$ cat config.mk
export PLATFORM = sky130hd
export DESIGN_NAME = voice_allocator
export DESIGN_NICKNAME = d
export VERILOG_FILES = /design/src/rtl/voice_allocator_pkg.sv /design/src/rtl/voice_slot.sv /design/src/rtl/voice_allocator.sv
export SDC_FILE = /design/constraint.sdc
export NUM_CORES = 1
export LEC_CHECK = 0
export CORE_MARGIN = 5
export CORE_UTILIZATION = 50
export DETAILED_ROUTE_END_ITERATION = 12
export PLACE_DENSITY = 0.72
export SLEW_MARGIN = 5
export SYNTH_ARGS = -nofsm -noshare
export SYNTH_HDL_FRONTEND = slang
export SYNTH_SLANG_ARGS = --single-unit
$ cat constraint.sdc
create_clock -name clk -period 2.8 [get_ports clk]
set_clock_uncertainty 0.1 [all_clocks]
set_input_delay 0.28 -clock clk [delete_from_list [all_inputs] [get_ports clk]]
set_output_delay 0.28 -clock clk [all_outputs]
set_load 0.02 [all_outputs]
$ cat src/rtl/voice_allocator_pkg.sv
// Shared types and constants for the voice allocator and its slots.
package voice_allocator_pkg;

  localparam int VOICE_AGE_W           = 16;
  localparam int VOICE_RELEASE_TIMEOUT = 48000;

  typedef struct packed {
    logic [6:0]             note;
    logic [6:0]             vel;
    logic                   gate;
    logic                   busy;
    logic [VOICE_AGE_W-1:0] age;
  } voice_t;

  typedef enum logic [1:0] {
    IDLE,
    SCAN,
    COMMIT
  } alloc_state_t;

  // Candidate class for a note-on; lower value wins.
  typedef enum logic [1:0] {
    CLS_SAME  = 2'd0,
    CLS_FREE  = 2'd1,
    CLS_REL   = 2'd2,
    CLS_GATED = 2'd3
  } cand_cls_t;

  function automatic cand_cls_t classify(input logic       busy,
                                         input logic       gate,
                                         input logic [6:0] slot_note,
                                         input logic [6:0] ev_note);
    cand_cls_t c;
    if (busy && (slot_note == ev_note)) c = CLS_SAME;
    else if (!busy)                     c = CLS_FREE;
    else if (!gate)                     c = CLS_REL;
    else                                c = CLS_GATED;
    return c;
  endfunction

endpackage

$ cat src/rtl/voice_slot.sv
// One voice slot: note state, age, release timer and retrigger pulse.
module voice_slot
  import voice_allocator_pkg::*;
#(
  parameter int AGE_W           = VOICE_AGE_W,
  parameter int RELEASE_TIMEOUT = VOICE_RELEASE_TIMEOUT
) (
  input  logic       clk,
  input  logic       rstn,
  input  logic       i_tick,
  input  logic       i_load,
  input  logic       i_off,
  input  logic       i_clear,
  input  logic [6:0] i_note,
  input  logic [6:0] i_vel,
  input  logic       i_release_done,
  output voice_t     o_voice,
  output logic       o_retrig
);

  localparam int TMR_W = $clog2(RELEASE_TIMEOUT + 1);
  localparam logic [TMR_W-1:0] TMO = TMR_W'(RELEASE_TIMEOUT);
  localparam logic [VOICE_AGE_W-1:0] AGE_MAX =
    VOICE_AGE_W'((64'd1 << AGE_W) - 64'd1);

  voice_t           r_voice;
  logic [TMR_W-1:0] r_tmr;
  logic             r_retrig;
  logic             w_rel;

  assign w_rel    = r_voice.busy && !r_voice.gate;
  assign o_voice  = r_voice;
  assign o_retrig = r_retrig;

  // Slot state: clear beats load, load beats release freeing; ages and timers saturate.
  always_ff @(posedge clk or negedge rstn) begin
    if (!rstn) begin
      r_voice  <= '0;
      r_tmr    <= '0;
      r_retrig <= 1'b0;
    end else if (i_clear) begin
      r_voice.gate <= 1'b0;
      r_voice.busy <= 1'b0;
      r_voice.age  <= '0;
      r_tmr        <= '0;
      r_retrig     <= 1'b0;
    end else if (i_load) begin
      r_voice.note <= i_note;
      r_voice.vel  <= i_vel;
      r_voice.gate <= 1'b1;
      r_voice.busy <= 1'b1;
      r_voice.age  <= '0;
      r_tmr        <= '0;
      r_retrig     <= 1'b1;
    end else begin
      r_retrig <= 1'b0;
      if (i_off) begin
        r_voice.gate <= 1'b0;
        r_tmr        <= '0;
      end else if (w_rel && (i_release_done || (r_tmr == TMO))) begin
        r_voice.busy <= 1'b0;
        r_tmr        <= '0;
      end else if (i_tick && w_rel && (r_tmr != TMO)) begin
        r_tmr <= r_tmr + 1'b1;
      end
      if (i_tick && r_voice.busy && (r_voice.age != AGE_MAX)) begin
        r_voice.age <= r_voice.age + 1'b1;
      end
    end
  end

endmodule

$ cat src/rtl/voice_allocator.sv
// Maps MIDI note-on/off events onto N_VOICES oscillator slots.
module voice_allocator
  import voice_allocator_pkg::*;
#(
  parameter int N_VOICES        = 8,
  parameter int AGE_W           = VOICE_AGE_W,
  parameter int RELEASE_TIMEOUT = VOICE_RELEASE_TIMEOUT
) (
  input  logic                     clk,
  input  logic                     rstn,
  input  logic                     sample_tick,
  input  logic                     note_valid,
  output logic                     note_ready,
  input  logic                     note_on,
  input  logic [6:0]               note_num,
  input  logic [6:0]               note_vel,
  input  logic                     all_off,
  input  logic [N_VOICES-1:0]      release_done,
  output logic [N_VOICES-1:0]      voice_gate,
  output logic [N_VOICES-1:0]      voice_busy,
  output logic [N_VOICES-1:0][6:0] voice_note,
  output logic [N_VOICES-1:0][6:0] voice_vel,
  output logic [N_VOICES-1:0]      voice_retrig,
  output logic                     steal
);

  localparam int IDX_W = (N_VOICES > 1) ? $clog2(N_VOICES) : 1;
  localparam int CNT_W = $clog2(N_VOICES + 1);
  localparam logic [CNT_W-1:0] LAST_CNT = CNT_W'(N_VOICES);

  alloc_state_t           r_state;
  alloc_state_t           w_next;
  logic [CNT_W-1:0]       r_idx;
  logic                   r_ev_on;
  logic [6:0]             r_ev_num;
  logic [6:0]             r_ev_vel;
  logic                   r_pend;
  logic                   r_steal;

  logic                   vld_p0;
  cand_cls_t              r_cls_p0;
  logic [VOICE_AGE_W-1:0] r_age_p0;
  logic [IDX_W-1:0]       r_idx_p0;

  logic                   r_best_vld;
  cand_cls_t              r_best_cls;
  logic [VOICE_AGE_W-1:0] r_best_age;
  logic [IDX_W-1:0]       r_best_idx;

  voice_t                 w_voice [N_VOICES];
  logic [N_VOICES-1:0]    w_load;
  logic [N_VOICES-1:0]    w_off;
  logic                   w_steal_nxt;
  logic                   w_hs;
  logic                   w_tick;
  logic                   w_scan_act;
  logic [IDX_W-1:0]       w_scan_idx;
  logic                   w_better;

  assign note_ready = (r_state == IDLE);
  assign w_hs       = note_valid && note_ready;
  // Ticks are applied only in IDLE so ages stay frozen while being compared.
  assign w_tick     = (r_state == IDLE) && (sample_tick || r_pend) && !all_off;
  assign w_scan_act = (r_state == SCAN) && (r_idx < LAST_CNT);
  assign w_scan_idx = w_scan_act ? r_idx[IDX_W-1:0] : '0;
  assign steal      = r_steal;

  // FSM state register.
  always_ff @(posedge clk or negedge rstn) begin
    if (!rstn) r_state <= IDLE;
    else       r_state <= w_next;
  end

  // FSM next state; panic always returns to IDLE.
  always_comb begin
    w_next = r_state;
    case (r_state)
      IDLE:    if (w_hs) w_next = SCAN;
      SCAN:    if (r_idx == LAST_CNT) w_next = COMMIT;
      COMMIT:  w_next = IDLE;
      default: w_next = IDLE;
    endcase
    if (all_off) w_next = IDLE;
  end

  // Scan cycle counter: cycle k visits voice k, one extra cycle drains the compare stage.
  always_ff @(posedge clk or negedge rstn) begin
    if (!rstn)                             r_idx <= '0;
    else if (all_off || r_state != SCAN)   r_idx <= '0;
    else                                   r_idx <= r_idx + 1'b1;
  end

  // Event latch; a note-on with velocity 0 is stored as a note-off.
  always_ff @(posedge clk) begin
    if (w_hs) begin
      r_ev_on  <= note_on && (note_vel != 7'd0);
      r_ev_num <= note_num;
      r_ev_vel <= note_vel;
    end
  end

  // Pending sample tick held while the FSM is busy.
  always_ff @(posedge clk or negedge rstn) begin
    if (!rstn)                      r_pend <= 1'b0;
    else if (all_off)               r_pend <= 1'b0;
    else if (r_state == IDLE)       r_pend <= 1'b0;
    else if (sample_tick)           r_pend <= 1'b1;
  end

  // ---- stage p0: classify the visited voice ----
  // Candidate valid flag.
  always_ff @(posedge clk or negedge rstn) begin
    if (!rstn) vld_p0 <= 1'b0;
    else       vld_p0 <= w_scan_act && !all_off;
  end

  // Candidate data.
  always_ff @(posedge clk) begin
    r_cls_p0 <= classify(w_voice[w_scan_idx].busy, w_voice[w_scan_idx].gate,
                         w_voice[w_scan_idx].note, r_ev_num);
    r_age_p0 <= w_voice[w_scan_idx].age;
    r_idx_p0 <= w_scan_idx;
  end

  // ---- stage p1: keep the best candidate so far ----
  assign w_better = !r_best_vld ||
                    (r_cls_p0 < r_best_cls) ||
                    ((r_cls_p0 == r_best_cls) && (r_cls_p0 >= CLS_REL) &&
                     (r_age_p0 > r_best_age));

  // Best candidate valid flag, cleared whenever a new scan can start.
  always_ff @(posedge clk or negedge rstn) begin
    if (!rstn)                          r_best_vld <= 1'b0;
    else if (all_off || r_state == IDLE) r_best_vld <= 1'b0;
    else if (vld_p0 && w_better)        r_best_vld <= 1'b1;
  end

  // Best candidate data; strict compares give lowest index on ties.
  always_ff @(posedge clk) begin
    if (vld_p0 && w_better) begin
      r_best_cls <= r_cls_p0;
      r_best_age <= r_age_p0;
      r_best_idx <= r_idx_p0;
    end
  end

  // ---- commit: strobes to the slots ----
  always_comb begin
    w_load      = '0;
    w_off       = '0;
    w_steal_nxt = 1'b0;
    if ((r_state == COMMIT) && !all_off) begin
      if (r_ev_on) begin
        w_load[r_best_idx] = 1'b1;
        w_steal_nxt        = (r_best_cls >= CLS_REL);
      end else begin
        for (int i = 0; i < N_VOICES; i++) begin
          w_off[i] = w_voice[i].busy && w_voice[i].gate &&
                     (w_voice[i].note == r_ev_num);
        end
      end
    end
  end

  // Steal pulse, aligned with the slot retrigger.
  always_ff @(posedge clk or negedge rstn) begin
    if (!rstn) r_steal <= 1'b0;
    else       r_steal <= w_steal_nxt;
  end

  for (genvar g = 0; g < N_VOICES; g++) begin : g_slot
    voice_slot #(
      .AGE_W          (AGE_W),
      .RELEASE_TIMEOUT(RELEASE_TIMEOUT)
    ) u_slot (
      .clk           (clk),
      .rstn          (rstn),
      .i_tick        (w_tick),
      .i_load        (w_load[g]),
      .i_off         (w_off[g]),
      .i_clear       (all_off),
      .i_note        (r_ev_num),
      .i_vel         (r_ev_vel),
      .i_release_done(release_done[g]),
      .o_voice       (w_voice[g]),
      .o_retrig      (voice_retrig[g])
    );
    assign voice_gate[g] = w_voice[g].gate;
    assign voice_busy[g] = w_voice[g].busy;
    assign voice_note[g] = w_voice[g].note;
    assign voice_vel[g]  = w_voice[g].vel;
  end

endmodule
### Word-level counts from Yosys, hierarchy flattened

Index checks and enable logic that the tools add are counted.

| operators by class | value |
|---|---|
| $lt $le $gt $ge | 8 |
| bitwise logic cells | 3 |
| $add $sub $neg | 17 |
| reduce and logical (&&, ||, !) cells | 153 |
| muxes and demuxes | 128 |
| equality and inequality tests | 48 |

Operator list:

| operator | number |
|---|---|
| $mux 16 | 48 |
| $mux 18 | 16 |
| $add 16x1->16 const B | 16 |
| $ne 16x16->1 const B | 16 |
| $eq 16x16->1 const B | 8 |
| $bmux 32 s3 | 1 |
| $logic_and 1x1->1 | 76 |
| $reduce_bool 3->1 | 25 |
| $mux 32 | 2 |
| $eq 7x7->1 | 9 |
| $mux 1 | 50 |
| $reduce_bool 5->1 | 8 |
| $reduce_and 2->1 | 17 |
| $mux 8 | 4 |
| $ne 3x3->1 const B | 8 |
| $gt 16x16->1 | 1 |
| $logic_or 1x1->1 | 13 |
| $logic_not 1->1 | 10 |
| $reduce_bool 7->1 | 1 |
| $mux 2 | 3 |
| $add 4x1->4 const B | 1 |
| $eq 4x4->1 const B | 1 |
| $ge 2x2->1 const B | 2 |
| $ge 4x4->1 const B | 1 |
| other kinds (19) | 20 |

| word-level totals | value |
|---|---|
| bits of input ports | 28 |
| logic and storage cells | 429 |
| output and inout bits | 138 |
| register bits | 459 |

### Logic depth before layout (Yosys ltp)

| logic depth | value |
|---|---|
| word-level depth | 10 |
| gate-level depth with buffers | 11 |
| depth with buffers taken out | 9 |

### Modules after synthesis

From an unflattened synthesis, not the netlist that was laid out.

| unflattened totals | value |
|---|---|
| cells, all modules | 2557 |
| area, all modules | 25224.2 sq um |

Modules (own cells, without submodules):

| module | cells each | seq. area each (sq um) | instances | area an instance (sq um) |
|---|---|---|---|---|
| voice_slot (g_slot[0].u_slot ...) | 243 | 1226.2 | 6 | 2534.9 |
| voice_allocator | 605 | 1751.7 | 1 | 4924.7 |
| voice_slot (g_slot[7].u_slot) | 252 | 1226.2 | 1 | 2611.3 |
| voice_slot (g_slot[6].u_slot) | 242 | 1226.2 | 1 | 2478.6 |

### Least setup slack after synthesis

No wires, ideal clock.

| path | value |
|---|---|
| kind | flip-flop to flip-flop |
| start point | reg r_best_age[9] |
| end point | reg r_best_age[0] (enable) |
| clock period less this slack | 2.781 ns |
| arrival | 2.275 ns |
| path buffers | 0 |
| cell stages (with the launch flop) | 10 |
| setup slack | 0.019 ns |
| library setup time | 0.406 ns |
| required time | 2.294 ns |
| path through | edfxtp_1 > inv_1 > ha_1 > a21o_1 > a21o_1 > a21oi_1 > o21ai_0 > a21o_1 > a211oi_1 > a21oi_1 |

| between the ends | value |
|---|---|
| cells in the longest elaborated chain, start to end | 4 |

RTL lines:

| what | RTL line | RTL |
|---|---|---|
| from (decl) | voice_allocator.sv:47 | `logic [VOICE_AGE_W-1:0] r_best_age;` |
| from (signal assigned) | voice_allocator.sv:142 | `r_best_age <= r_age_p0;` |
| $gt 16x16->1 | voice_allocator.sv:129 | `(r_age_p0 > r_best_age));` |
| $logic_and 1x1->1 | voice_allocator.sv:128 | `((r_cls_p0 == r_best_cls) && (r_cls_p0 >= CLS_REL) &&` |
| $logic_or 1x1->1 | voice_allocator.sv:127 | `(r_cls_p0 < r_best_cls) \|\|` |
| $logic_and 1x1->1 | voice_allocator.sv:140 | `if (vld_p0 && w_better) begin` |

No other way between the ends.
A chain may end at the register's enable or synchronous reset.

### Final worst setup path

| path | value |
|---|---|
| start point | reg r_ev_num[2] |
| end point | reg g_slot[5].u_slot.r_tmr[4] |

| between the ends | value |
|---|---|
| cells in the longest elaborated chain, start to end | 7 |
| elaborated cells on any way between the ends | 8 |
| those cells by class | eq/ne (1); mux (5); reduce/logical (2) |

RTL lines:

| what | RTL line | RTL |
|---|---|---|
| from (decl) | voice_allocator.sv:35 | `logic [6:0] r_ev_num;` |
| from (signal assigned) | voice_allocator.sv:97 | `r_ev_num <= note_num;` |
| $eq 7x7->1 * | voice_allocator.sv:159 | `(w_voice[i].note == r_ev_num);` |
| $logic_and 1x1->1 * | voice_allocator.sv:158 | `w_off[i] = w_voice[i].busy && w_voice[i].gate &&` |
| $mux 8 * | voice_allocator.sv:153 | `if (r_ev_on) begin` |
| $mux 8 * | voice_allocator.sv:152 | `if ((r_state == COMMIT) && !all_off) begin` |
| $mux 16 | voice_slot.sv:57 | `if (i_off) begin` |
| $mux 16 | voice_slot.sv:47 | `end else if (i_load) begin` |
| $mux 16 | voice_slot.sv:41 | `end else if (i_clear) begin` |
| to (signal assigned) | voice_slot.sv:64 | `r_tmr <= r_tmr + 1'b1;` |
| to (decl) | voice_slot.sv:27 | `logic [TMR_W-1:0] r_tmr;` |

Mark *: on every way between the ends. The rest lies on a longest branch, timed or not.

==> flow_metrics.tcl <==
set metrics [dict create \
    outcome "finished, final reports clean" \
    dr.pass1.iters 6 \
    post_drt_wl_per_cell_um 19.4 \
    ir_drop_v 0.000431 \
    path_clk_slew_ns 0.06 \
    critical_path_buf_inv_count 1 \
    post_synth_instance_area_mm2 0.0239 \
    power.density_cell_area_mw_per_mm2 518 \
    period_needed_ns 2.75 \
    achievable-frequency_mhz 364 \
    critical-path-max-stage-delay_ns 0.68 \
    slowest_stage "sky130_fd_sc_hd__edfxtp_1" \
    rows 80 \
    numCtsBuffers 51 \
    synth-warning-count 0 \
    worstSetupPathType "reg -> reg" \
    setup.worst_path.start_class "flip-flop" \
    final_setup_tns_ns 0 \
    clock-sinks 459 \
    crit_path_cells "xor2_1 > nor4_1 > nand4_1 > nor4_1 > or3_1 > buf_4 > nor2_1" \
    cts_root_buf "sky130_fd_sc_hd__clkbuf_16" \
    synth.yosys.seq_area_share_pct 48.3 \
    grt_max_degree 72 \
    tritoncts_clock_tree "built" \
    post_dp_cell_area_mm2 0.0256 \
    max-slew-margin-rel_pct 53.9 \
    ys_seq_elements 459 \
    period_share_pct 98.1 \
    syn_nets 2548 \
    timing.critical_path.depth 7 \
    insertedDiodeCount 0 \
    floorplan.die_area_mm2 0.0523 \
    die_h_um 229 \
    worstPathRequired_ns 3.17 \
    critical_path.reg2reg.startpoint "r_ev_num[2]$_DFFE_PP_" \
    synth_edf_count 36 \
    reg2reg_setup_slack_ns 0.05 \
    worst-slew-pin-transition_ns 0.692 \
    dp_hpwl_um 44700 \
    via_per_inst 5.70 \
    final_net_count 2608 \
    port-buffer-count 165 \
    grt_overflow 0 \
    crit_top_cell "sky130_fd_sc_hd__nor4_1" \
    drt_iter0_drc 1413 \
    setup.worst_path.end "g_slot[5].u_slot.r_tmr[4]$_DFFE_PN0P_" \
    startpoint "r_ev_num[2]$_DFFE_PP_" \
    core_mm2 0.0475 \
    grt_pass1_vias 18200 \
    final_layout_size_suffix_gt1_share_pct 11.2 \
    vias 18200 \
    gp_congestion 0.915 \
    global_route_wire_length_before_repair_um 99700 \
    crit_path_leading_delay_family "simple AND/OR/NAND/NOR gates" \
    drt_drc_violations_left 0 \
    fillCellCount 3988 \
    fp.dieW_um 229 \
    grt_setup_unrepaired "no" \
    setup_viol_count_final 0 \
    synthToLayoutAreaGrowth_pct 14.4 \
    yosys.area.top_type "sky130_fd_sc_hd__dfrtp_1" \
    reg2reg_to "g_slot[5].u_slot.r_tmr[4]$_DFFE_PN0P_" \
    totalWireLength_um 62100 \
    post_route_design_area_mm2 0.0274 \
    netlist-cell-type-count 73 \
    netlist_instances 2476 \
    min_delay_worst_type "in -> reg" \
    arrival_time_worst_endpoint_ns 3.11 \
    clock_insertion_delay_worst_skew_ns 0.61 \
    synthesis.area_per_instance_um2 9.66 \
    clock_tree.buffer_depth 3 \
    report.final.hold_viol_count 0 \
    initial_utilization_pct 50.3 \
    cellLeakagePower_nw 11.8 \
    io_pins 166 \
    critical_path.max_fanout 16 \
    synth_top_area_share_pct 42.0 \
    ys_async_sr_fraction_pct 87.6 \
    cp-end-kind "flip-flop" \
    timing_max_transition_violations_final 0 \
    postRouteAntennaNets 0 \
    cap_viol_max_count 0 \
    grt_antenna_before_repair 0 \
    synth.area.top_cells "sky130_fd_sc_hd__dfrtp_1, sky130_fd_sc_hd__xor2_1, sky130_fd_sc_hd__nor2_1" \
    globalRouteTotalUtil_pct 23.3 \
    rr_worst_depth 7 \
    htree_levels 2 \
    synth_ff_type "sky130_fd_sc_hd__dfrtp_1" \
]
-- timing repair --
item / 4_1_cts / 5_1_grt
setup endpoints to repair: 1 / 45
hold endpoints to repair: 61 / 0
resized for setup: 1 / 4
buffers inserted: 0 / 6
hold buffers: 1 / 0
pin swaps: 0 / 0
-- layout by cell type, fill, tap and decap left out, types with 10 or more instances in the layout --
cell,Yosys,routed
sky130_fd_sc_hd__nand2b_1,17,17
sky130_fd_sc_hd__dfrtp_1,402,401
sky130_fd_sc_hd__clkbuf_16,0,51
sky130_fd_sc_hd__o22ai_1,24,24
sky130_fd_sc_hd__nand4_1,75,75
sky130_fd_sc_hd__ha_1,44,44
sky130_fd_sc_hd__nand3_1,159,159
sky130_fd_sc_hd__buf_4,136,75
sky130_fd_sc_hd__o221ai_1,24,24
sky130_fd_sc_hd__inv_1,78,77
sky130_fd_sc_hd__clkbuf_8,0,10
sky130_fd_sc_hd__mux2_2,84,84
sky130_fd_sc_hd__and3_1,32,32
sky130_fd_sc_hd__a21oi_1,43,42
sky130_fd_sc_hd__xor2_1,167,167
sky130_fd_sc_hd__or3_1,33,33
sky130_fd_sc_hd__nor2_1,304,302
sky130_fd_sc_hd__and2_1,10,10
sky130_fd_sc_hd__clkbuf_1,54,17
sky130_fd_sc_hd__nor3_1,30,30
sky130_fd_sc_hd__clkdlybuf4s50_1,0,163
sky130_fd_sc_hd__xnor2_1,106,106
sky130_fd_sc_hd__o21ai_0,69,69
sky130_fd_sc_hd__dfxtp_1,21,21
sky130_fd_sc_hd__nor4_1,29,29
sky130_fd_sc_hd__nand2_1,292,292
sky130_fd_sc_hd__and4_1,15,15
sky130_fd_sc_hd__mux2i_1,22,22
sky130_fd_sc_hd__edfxtp_1,36,36
-- synthesized netlist by cell type (all sizes together), types with 3 or more instances --
cell type	n
o21ai	69
buf	188
o32ai	5
and4	15
o21a	3
inv	80
a211oi	3
o311a	4
ha	44
and3	32
nor3	38
or2	13
nand2b	17
a31oi	9
xnor2	106
nor2b	5
o211ai	8
dfrtp	402
nor4	35
xor2	167
clkbuf	54
o221ai	24
mux2	84
mux2i	22
o21bai	4
nand4	76
nor4b	3
nand2	292
edfxtp	36
or3	33
a21o	5
clkinv	5
nand3	159
o31ai	3
o22ai	24
and2	10
a21oi	43
dfxtp	21
nor2	312
or4	3
-- where the power goes --
part           leakage [nW]  internal (mW)  switching [mW]
clock                 0.845           4.11            2.75
combinational          4.81          0.170           0.364
sequential             6.11           6.73          0.0488
total                  11.8           11.0            3.17
-- cell type report --
| cell class | count | area (um2) | area share, % |
|---|---|---|---|
| sequential | 459 | 11600 | 42.3 |
| multi-input combinational | 1690 | 10600 | 38.7 |
| timing repair buffer | 249 | 2380 | 8.70 |
| clock buffer | 78 | 1480 | 5.40 |
| tap | 615 | 769 | 2.81 |
| inverter | 85 | 328 | 1.20 |
| clock inverter | 18 | 251 | 0.919 |
-- how the worst min path moves through the flow --
stage                start                                endpoint  slack (ns)  cells past startpoint
2_1_floorplan         rstn     g_slot[0].u_slot.o_retrig$_DFF_PN0_       -0.12                      0
3_3_place_gp          rstn  g_slot[6].u_slot.r_tmr[13]$_DFFE_PN0P_        0.20                      1
3_5_place_dp          rstn  g_slot[6].u_slot.r_tmr[12]$_DFFE_PN0P_        0.20                      1
4_1_cts        note_num[5]                   r_ev_num[5]$_DFFE_PP_        0.10                      1
5_1_grt        note_num[0]                   r_ev_num[0]$_DFFE_PP_        0.12                      1
6_report       note_num[5]                   r_ev_num[5]$_DFFE_PP_        0.13                      1
-- flip-flops by register name (all words and copies together), names as in the netlist, 2 cells and up --
| register | flops |
|---|---|
| r_ev_num | 7 |
| r_state | 2 |
| r_best_idx | 3 |
| r_idx_p0 | 3 |
| r_best_cls | 2 |
| r_age_p0 | 16 |
| g_slot.u_slot.o_voice | 256 |
| g_slot.u_slot.o_retrig | 8 |
| r_best_age | 16 |
| r_idx | 4 |
| r_cls_p0 | 2 |
| r_ev_vel | 7 |
| g_slot.u_slot.r_tmr | 128 |
-- per-layer routing --
| metal | vias to the layer above | share of wire, % | wire [um] | track usage (%) |
|---|---|---|---|---|
| met5 | - | 0 | 0 | 0 |
| met4 | 0 | 3.6 | 2210 | 8.49 |
| met3 | 136 | 8.2 | 5080 | 6.27 |
| met2 | 618 | 46 | 28800 | 36.9 |
| met1 | 9022 | 42 | 26000 | 31.1 |
| li1 | 8430 | - | - | - |
-- cells by family after synthesis --
| family | count (synthesis) | synth area share [%] |
|---|---|---|
| DFF | 459 | 48.3 |
| and+or+nand+nor | 1051 | 21.1 |
| AOI/OAI and AO/OA | 216 | 5.83 |
| buffers and inverters | 327 | 7.57 |
| adders and majority gates | 44 | 2.30 |
| muxes | 106 | 4.87 |
| xor gates and xnor gates | 273 | 9.99 |
-- per-stage QoR --
step	hold slack [ns]	power (mW)	setup WS, ns	cells	utilization, %
6_report	0.134	14.2	0.0537	3194	57.5
3_5_place_dp	0.203	7.43	-0.0775	3091	53.8
3_3_place_gp	0.200	7.42	0.0483	3091	53.8
2_1_floorplan	-0.116	7.12	0.0191	2476	-
5_1_grt	0.120	14.7	0.00143	3194	57.5
4_1_cts	0.105	14.3	0.0434	3188	57.4
Power figures use the tool's default switching activity.
